File: src/rtl/mp_pkg.sv
// mp_pkg: shared definitions for the lab microprogram sequencer and its
// trace checker.
//   - State codes S_0..S_8 and ENDSTATE (4-bit), as the sequencer emits them.
//   - Checker FSM encoding.
//   - Error codes reported on err_code.
//   - Helper that flags codes above ENDSTATE.
package mp_pkg;

  localparam logic [3:0] S_0      = 4'd0;
  localparam logic [3:0] S_1      = 4'd1;
  localparam logic [3:0] S_2      = 4'd2;
  localparam logic [3:0] S_3      = 4'd3;
  localparam logic [3:0] S_4      = 4'd4;
  localparam logic [3:0] S_5      = 4'd5;
  localparam logic [3:0] S_6      = 4'd6;
  localparam logic [3:0] S_7      = 4'd7;
  localparam logic [3:0] S_8      = 4'd8;
  localparam logic [3:0] ENDSTATE = 4'd9;

  typedef enum logic [1:0] {
    CHK_IDLE  = 2'd0,
    CHK_TRACK = 2'd1,
    CHK_DONE  = 2'd2,
    CHK_FAIL  = 2'd3
  } chk_state_e;

  localparam logic [2:0] ERR_NONE    = 3'd0;
  localparam logic [2:0] ERR_ILLEGAL = 3'd1;
  localparam logic [2:0] ERR_RANGE   = 3'd2;
  localparam logic [2:0] ERR_START   = 3'd3;

  localparam logic [1:0] PATH_NONE  = 2'b00;
  localparam logic [1:0] PATH_SHORT = 2'b01;
  localparam logic [1:0] PATH_LOOP  = 2'b10;

  // Codes 10..15 do not name any sequencer state.
  function automatic logic is_out_of_range(input logic [3:0] code);
    return (code > ENDSTATE);
  endfunction

endpackage

File: src/rtl/mp_next_legal.sv
// mp_next_legal: combinational decode of one step of the microprogram graph.
// Ports:
//   prev            in  4  last accepted state code
//   cur             in  4  newly sampled state code
//   legal           out 1  cur is a graph successor of prev
//   is_branch_short out 1  step is S_1 -> S_2
//   is_branch_loop  out 1  step is S_1 -> S_4
//   is_loop_back    out 1  step is S_5 -> S_4
// Restart to S_0 is not a graph edge; the caller handles it separately.
module mp_next_legal
  import mp_pkg::*;
(
  input  logic [3:0] prev,
  input  logic [3:0] cur,
  output logic       legal,
  output logic       is_branch_short,
  output logic       is_branch_loop,
  output logic       is_loop_back
);

  // Successor table of the fixed microprogram graph.
  always_comb begin
    legal = 1'b0;
    case (prev)
      S_0:     legal = (cur == S_1);
      S_1:     legal = (cur == S_2) || (cur == S_4);
      S_2:     legal = (cur == S_3);
      S_3:     legal = (cur == S_7);
      S_4:     legal = (cur == S_5);
      S_5:     legal = (cur == S_4) || (cur == S_6);
      S_6:     legal = (cur == S_8);
      S_7:     legal = (cur == S_8);
      S_8:     legal = (cur == ENDSTATE);
      default: legal = 1'b0;
    endcase
  end

  assign is_branch_short = (prev == S_1) && (cur == S_2);
  assign is_branch_loop  = (prev == S_1) && (cur == S_4);
  assign is_loop_back    = (prev == S_5) && (cur == S_4);

endmodule

File: config.mk
export PLATFORM = sky130hd
export DESIGN_NAME = mp_next_legal
export DESIGN_NICKNAME = d
export VERILOG_FILES = /design/src/rtl/mp_pkg.sv /design/src/rtl/mp_next_legal.sv
export SDC_FILE = /design/constraint.sdc
export NUM_CORES = 1
export LEC_CHECK = 0
export BUFFER_PORTS_ARGS = -buffer_cell sky130_fd_sc_hd__buf_2
export CAP_MARGIN = 10
export CORE_AREA = 2 2 39 41
export DETAILED_ROUTE_END_ITERATION = 7
export DIE_AREA = 0 0 41 43
export PLACE_DENSITY_LB_ADDON = 0.3
export SLEW_MARGIN = 40
export SYNTH_ARGS = -nofsm -noshare
export SYNTH_HDL_FRONTEND = slang
export SYNTH_SLANG_ARGS = --single-unit
File: constraint.sdc
create_clock -name vclk -period 3.6
set_clock_uncertainty 0.05 [all_clocks]
set_input_delay 0.54 -clock vclk [all_inputs]
set_output_delay 0.54 -clock vclk [all_outputs]
set_load 0.05 [all_outputs]
==> results.md, run 1 <==
- Die height: 43 µm
- Hold path startpoint: cur[2]
- Overall routing resource usage: 5.495%
- Share of the synthesized area in the top cell type: 8.537%
- Final Worst Setup Slack: around 1100 ps
- Initial Util: 14.83%
- Static Leak: a little over 0.1 nW
- GP Congestion: 0.7048
- Core area: 0.001384 mm²
- # rows: 14
- First-pass GRT wire length: 745 µm
- Yosys top cell by area: nor4b_1
- Hold Path Stages: 3
- Critical path class: input port to primary output
- Syn Area/Cell: approximately 7.6 µm²
- Vias post-DR: 266
- Layout Cells excl Fill: 54
- Placed Cells: 54
- Post-Route Utilization: about a fifth
- Dpl ws: 1054 ps
- Final nets: 48
- Chip Width: 41 µm
- CP max FO: 5
- Max-cap violations: 0
- Clock buffer count: 0
- Hold-fix buffers, CTS: 0
- Slew @ Worst Pin: 592.4 ps
- Final ANT Viol Nets: 0
- # fillers: 156
- Status: finished, final reports clean
- Post-layout minimum cycle time: 2536 ps
- Layout cells sized above 1: approximately 42%
- Register area share after synthesis: 0%
- Worst hold endpoint: is_branch_short
- IO Port Bufs: 12
- # Post-CTS Setup Buffers: 0
- Setup Viol. Count Final: 0
- DR DRC count: 0
- DR iter-0 viols: 1
- WL/cell: 9.741 µm
- Worst Path Required: 3010 ps
- Warnings, synthesis: 0
- Number of antenna diodes: 0
- Power density cells: 87.81 mW/mm²
- Crit path launch type: input port
- Total Die Area: about 0.0018 mm²
- Mapped cell area: 205.2 µm²
- Sequential cells: 0
- Setup TNS: 0 ps
- Endpoint class of the critical path: primary output
- Storage element area: 0 µm²
- Worst Hold Class: input port to primary output
- Final period utilization: 70.45%
- Area delta synth->final: 36.59%
- Dpl hpwl: about 460 µm
- Library cells used by synthesis: 23
- Total grt overflow: 0
- Largest net degree at the start of global routing: 10
- Most frequent cells after synthesis: a21oi_1 (2), nand2b_1 (2), nor2_1 (2), nor4b_1 (2)
- I/O Pins: 12
- WL final: 526 µm
- Synthesized Nets: 35
- Fmax: 0.3943 GHz
- Post_cts resized: 0
- Relative slew margins: 60.14%
- RSZ-0062 raised after global routing: no
- Synth area leaders: nor4b_1 (8.5%), a32oi_2 (7.9%), o221ai_2 (7.3%), a211oi_2 (6.1%), nand2b_1 (6.1%)
- DRT Pass-1 Iters: 4
- Peak VDD IR: 0.01797 mV
- Multi-input gate area: 196.4 µm²
- Arr. time, crit path: about 2000 ps
- Antenna violations before repair: 0
- Vias in the first global route: about 210
- Synth Instances: 27
- Routed vias/inst: 4.926
- Final hold vios: 0
- Max-slew violations: 0
==> critical path, stage by stage <==
cell,delay (ps)
buf_2,120
or3_1,380
a211oi_2,270
o221ai_1,180
a32oi_2,170
buf_2,280
==> cell families (layout without fill, tap and decap cells) <==
logic type / count (synthesis) / after routing / share of synthesized area (%)
buf+inv: 2 / 13 / 4.264
compound gates: 9 / 9 / 42.69
simple gates: 16 / 16 / 53.06
==> worst max-delay path by stage <==
stage,end,cells after the start,startpoint
global route,legal,6,cur[0]
global placement,legal,6,prev[1]
detailed placement,legal,6,prev[0]
floorplan,is_branch_loop,3,prev[3]
CTS,legal,6,prev[0]
finish,legal,6,prev[0]
==> cell usage in the layout, fill, tap and decap left out, types with 2 or more instances in the layout <==
cell type  count
buf_2         12
nor2_1         2
nor4b_1        2
a21oi_1        2
nand2b_1       2
==> routing by layer <==
layer,share of wire (%),GRT usage (%)
met1,39,6.329
met2,57,10.94
met5,0,0
met3,3.2,0
met4,0,0
==> metrics by stage <==
step | power (mW) | hold WS [ps] | instance area, µm²
after floorplan | 0.01448 | 1206 | 205.2
after detailed placement | 0.02467 | 1395 | 280.3
after global routing | 0.02658 | 1409 | 280.3
after CTS | 0.02477 | 1395 | 280.3
after global placement | 0.02478 | 1392 | 280.3
final | 0.02461 | 1394 | 280.3
==> power by group <==
group	switching [mW]	internal (mW)	total [mW]
clock network	0	0	0
logic	0.0148	0.00982	0.0246
registers	0	0	0
==> layout make-up <==
type / count / area share [%]
multi-input combinational: 25 / 70.09
timing repair buffer: 12 / 21.43
tap: 16 / 7.143
inverter: 1 / 1.339
(Power assumes the default switching activity.)
==> inputs of run 2 (changes only) <==
- clock period: 3.6 -> 2.4 ns (I/O delays scaled with it)
==> results.md, run 2 (synthesis gave the netlist of run 1 again) <==
- # Post-CTS Setup Buffers: 0 (unchanged)
- Dpl ws: 201.0 ps (-853.0 ps)
- I/O Pins: 12 (unchanged)
- Layout Cells excl Fill: 55 (+1.9%)
- Most common cell after layout, fill and taps aside: buf_2
- Post-Route Utilization: 21.88% (+1.6 points)
- Static Leak: 0.1149 nW (+12%)
- Placement Cell Area: 302.8 µm² (+8.0%)
- WL final: 580 µm (+10%)
- Final nets: 49 (+2.1%)
- Crit path launch type: input port
- Max-cap violations: 0 (unchanged)
- Overall routing resource usage: 7.592% (+2.1 points)
- Fmax: 0.4582 GHz
- Vias post-DR: 268 (+0.75%)
- Die height: 43 µm (unchanged)
- Arr. time, crit path: 1770 ps (-180 ps)
- First-pass GRT wire length: 979 µm (+31%)
- Area delta synth->final: 47.56%
- Sequential cells: 0 (unchanged)
- Worst Path Required: 1990 ps (-1020 ps)
- CP max FO: 5 (unchanged)
- Slew @ Worst Pin: 437.4 ps (-155.0 ps)
- Hold-fix buffers, CTS: 0 (unchanged)
- Relative slew margins: 70.43% (+10 points)
- Endpoint class of the critical path: primary output
- DR iter-0 viols: 3 (+2)
- Status: finished, final reports clean
- Final period utilization: 90.93%
- Setup Viol. Count Final: 0 (unchanged)
- Storage element area: 0 µm² (unchanged)
- WL/cell: 10.55 µm (+8.3%)
- Vias in the first global route: 235 (+10%)
- Post_cts resized: 0 (unchanged)
- Post-layout minimum cycle time: 2182 ps
- Final Worst Setup Slack: 217.7 ps (-846.1 ps)
- RSZ-0062 raised after global routing: no
- Placed Cells: 55 (+1.9%)
- Total Die Area: 0.001763 mm² (unchanged)
- DRT Pass-1 Iters: 4 (unchanged)
- Total grt overflow: 0 (unchanged)
- IO Port Bufs: 12 (unchanged)
- Final hold vios: 0 (unchanged)
- Max-slew violations: 0 (unchanged)
- Initial Util: 14.83% (unchanged)
- Routed vias/inst: 4.873 (-1.1%)
- DR DRC count: 0 (unchanged)
- Setup TNS: 0 ps (unchanged)
- # rows: 14 (unchanged)
- Peak VDD IR: 0.02831 mV (+58%)
- Critical path class: input port to primary output
- Power density cells: 129.5 mW/mm² (+47%)
- Chip Width: 41 µm (unchanged)
- Design Area, Final: 302.8 µm² (+8.0%)
- Largest net degree at the start of global routing: 10 (unchanged)
- Commonest non-fill, non-tap cells in the layout: buf_2 (12), nor2_1 (2), nor4b_1 (2), a21oi_1 (2), nand2b_1 (2)
- Core area: 0.001384 mm² (unchanged)
- Layout cells sized above 1: 46.15% (+4.0 points)
- Clock buffer count: 0 (unchanged)
- Antenna violations before repair: 0 (unchanged)
- Final ANT Viol Nets: 0 (unchanged)
- Worst Hold Class: input port to primary output
- Number of antenna diodes: 0 (unchanged)
- GP Congestion: 0.7120 (+1.0%)
[run 2: where the power goes]
| group | internal (mW) | leakage [nW] | total (mW) | switching (mW) |
|---|---|---|---|---|
| sequential | 0 | 0 | 0 | 0 |
| clock | 0 | 0 | 0 | 0 |
| combinational | 0.0158 | 0.115 | 0.0392 | 0.0234 |
| total | 0.0158 | 0.115 | 0.0392 | 0.0234 |
[run 2: layout make-up]
class              count  area, µm²
repair buffers        13      67.56
fillers              176       1081
multi-input cells     25      211.5
well taps             16      20.02
inverters              1      3.754
[run 2: metrics by stage]
stage                     hold WS (ps)  total power, mW
final                             1038          0.03920
after global routing              1081          0.04394
after global placement            1039          0.03928
after floorplan                  736.6          0.02255
after detailed placement          1042          0.03965
after CTS                         1042          0.03976
[run 2: per-layer routing]
metal | vias to the layer above | share of wire, % | track usage [%]
li1 | 136 | - | -
met1 | 128 | 44 | 10.76
met2 | 4 | 52 | 13.13
met3 | 0 | 3.6 | 0
met4 | 0 | 0 | 0
met5 | - | 0 | 0
[run 2: critical path, stage by stage]
cell and delay, ps:
buf_2 120, or3_1 380, a211oi_2 290, o221ai_2 130
a32oi_2 200, buf_2 280
[run 2: final timing paths]
check     from         endpoint  slack (ps)  cells after the start
min     cur[2]  is_branch_short        1040                      3
max    prev[0]            legal         220                      6
==> inputs of run 3 (changes only) <==
- REMOVE_ABC_BUFFERS: default -> 1
==> results.md, run 3 (synthesis gave the netlist of run 1 again) <==
- Status: finished, final reports clean
- Cell Int Power: 0.01504 mW (-4.9%)
- I/O Pins: 12 (unchanged)
- Slew @ Worst Pin: 439.7 ps (+2.272 ps)
- Overall routing resource usage: 5.894% (-1.7 points)
- Critical path class: input port to primary output
- Vias in the first global route: 218 (-7.2%)
- Final ANT Viol Nets: 0 (unchanged)
- Dpl ws: 208.7 ps (+7.660 ps)
- Chip Width: 41 µm (unchanged)
- Final period utilization: 90.48% (-0.45 points)
- RSZ-0062 raised after global routing: no
- Sw frac: 59.91% (+0.27 points)
- Clock power frac: 0% (unchanged)
- DR DRC count: 0 (unchanged)
- GR peak layer: met2
- Largest delay contributor family on the critical path: compound AO/OA/AOI/OAI gates
- DR iter-0 viols: 8 (+5)
- Hold-fix buffers, CTS: 0 (unchanged)
- CP cell instances: buf_2 -> or3_1 -> a211oi_2 -> o221ai_2 -> a32oi_2 -> buf_2
- Area delta synth->final: 40.24%
- M2 GR Usage: 10.63% (-2.5 points)
- Routed vias/inst: 4.709 (-3.4%)
- Clock buffer count: 0 (unchanged)
- Peak VDD IR: 0.02542 mV (-10%)
- Final hold vios: 0 (unchanged)
- Relative slew margins: 70.27% (-0.15 points)
- Final nets: 49 (unchanged)
- Total grt overflow: 0 (unchanged)
- Arr. time, crit path: 1760 ps (about the same)
- DRT Pass-1 Iters: 4 (unchanged)
- Largest net degree at the start of global routing: 10 (unchanged)
- Endpoint class of the critical path: primary output
- First-pass GRT wire length: 800 µm (-18%)
- Post-Route Utilization: 20.80% (-1.1 points)
- Crit path launch type: input port
- Antenna violations before repair: 0 (unchanged)
- CP max FO: 8 (+3)
- Switching pwr: 0.02248 mW (-3.9%)
- Number of antenna diodes: 0 (unchanged)
- Vias post-DR: 259 (-3.4%)
- Reg power frac: 0% (unchanged)
- Grt met3 use: 0% (unchanged)
- CP peak stage delay: 360 ps (-20 ps)
- IO Port Bufs: 12 (unchanged)
- Crit path depth: 6 (unchanged)
- Power density cells: 130.4 mW/mm² (+0.70%)
- GP Congestion: 0.7231 (+1.6%)
- Hold Path Stages: 3 (unchanged)
- Most common cell on crit path: buf_2
- Most common cell after layout, fill and taps aside: buf_2
- Dpl hpwl: ~470 µm
- WL final: 573 µm (-1.2%)
- Design Area, Final: 287.8 µm² (-5.0%)
- Max-slew violations: 0 (unchanged)
- # Post-CTS Setup Buffers: 0 (unchanged)
- Commonest non-fill, non-tap cells in the layout: buf_2 (12), nor2_1 (2), nor4b_1 (2), a21oi_1 (2), nand2b_1 (2)
- Post-layout minimum cycle time: 2172 ps (-10.75 ps)
- Layout cells sized above 1: 43.59% (-2.6 points)
- Setup Viol. Count Final: 0 (unchanged)
- Fmax: 0.4605 GHz (+0.49%)
- Placement Cell Area: 287.8 µm² (-5.0%)
- Sequential cells: 0 (unchanged)
- CP Buf/Inv Count: 2 (unchanged)
- Post_cts resized: 0 (unchanged)
- WL/cell: 10.42 µm (-1.2%)
- Worst Path Required: 1990 ps (about the same)
- Die height: 43 µm (unchanged)
- Combinational power share: 100.0% (about the same)
- Initial Util: 14.83% (unchanged)
- Static Leak: 0.1077 nW (-6.2%)
- Met1 usage: 7.911% (-2.8 points)
- # rows: 14 (unchanged)
- Storage element area: 0 µm² (unchanged)
- Total Die Area: 0.001763 mm² (unchanged)
- Worst Hold Class: input port to primary output
- Core area: 0.001384 mm² (unchanged)
- Slowest CP cell: or3_1
- Max-cap violations: 0 (unchanged)
- Final Worst Setup Slack: 228.5 ps (+10.75 ps)
-- run 3: cell counts in the layout (fill, tap and decap cells not counted) --
Identical to the previous run, type by type.
-- run 3: power by group through the flow --
| stage | Sequential, mW | Clock [mW] | Combinational, mW |
|---|---|---|---|
| floorplan | 0 | 0 | 0.0198 |
| finish | 0 | 0 | 0.0375 |
| global route | 0 | 0 | 0.0406 |
| global placement | 0 | 0 | 0.0375 |
| CTS | 0 | 0 | 0.0377 |
| detailed placement | 0 | 0 | 0.0375 |
-- run 3: per-stage QoR --
step | cells | power (mW) | hold WS [ps] | setup TNS (ps)
3_3_place_gp | 55 | 0.03746 | 1038 | 0
2_1_floorplan | 26 | 0.01976 | 845.7 | -413.1
3_5_place_dp | 55 | 0.03755 | 1041 | 0
5_1_grt | 55 | 0.04064 | 1060 | 0
6_report | 55 | 0.03752 | 1038 | 0
4_1_cts | 55 | 0.03765 | 1041 | 0
-- run 3: path summary, 6_finish.rpt --
check,from,endpoint,slack (ps)
hold / removal,cur[2],is_branch_short,1040
setup / recovery,prev[1],legal,230
-- run 3: cell type report --
cell class	instances	area [µm²]
fill	173	1096
inverter	1	3.754
multi-input combinational	25	196.4
tap	16	20.02
timing repair buffer	13	67.56
-- run 3: tightest hold or removal path, delay by kind of cell --
kind | cells | cell delay [ps]
buffers and inverters | 2 | 320
and+or+nand+nor | 1 | 50
-- run 3: routing by layer --
layer	up-vias	share of wire (%)	wire [µm]
li1	137	-	-
met1	115	44	253
met2	7	51	294
met3	0	4.4	25
met4	0	0	0
met5	-	0	0
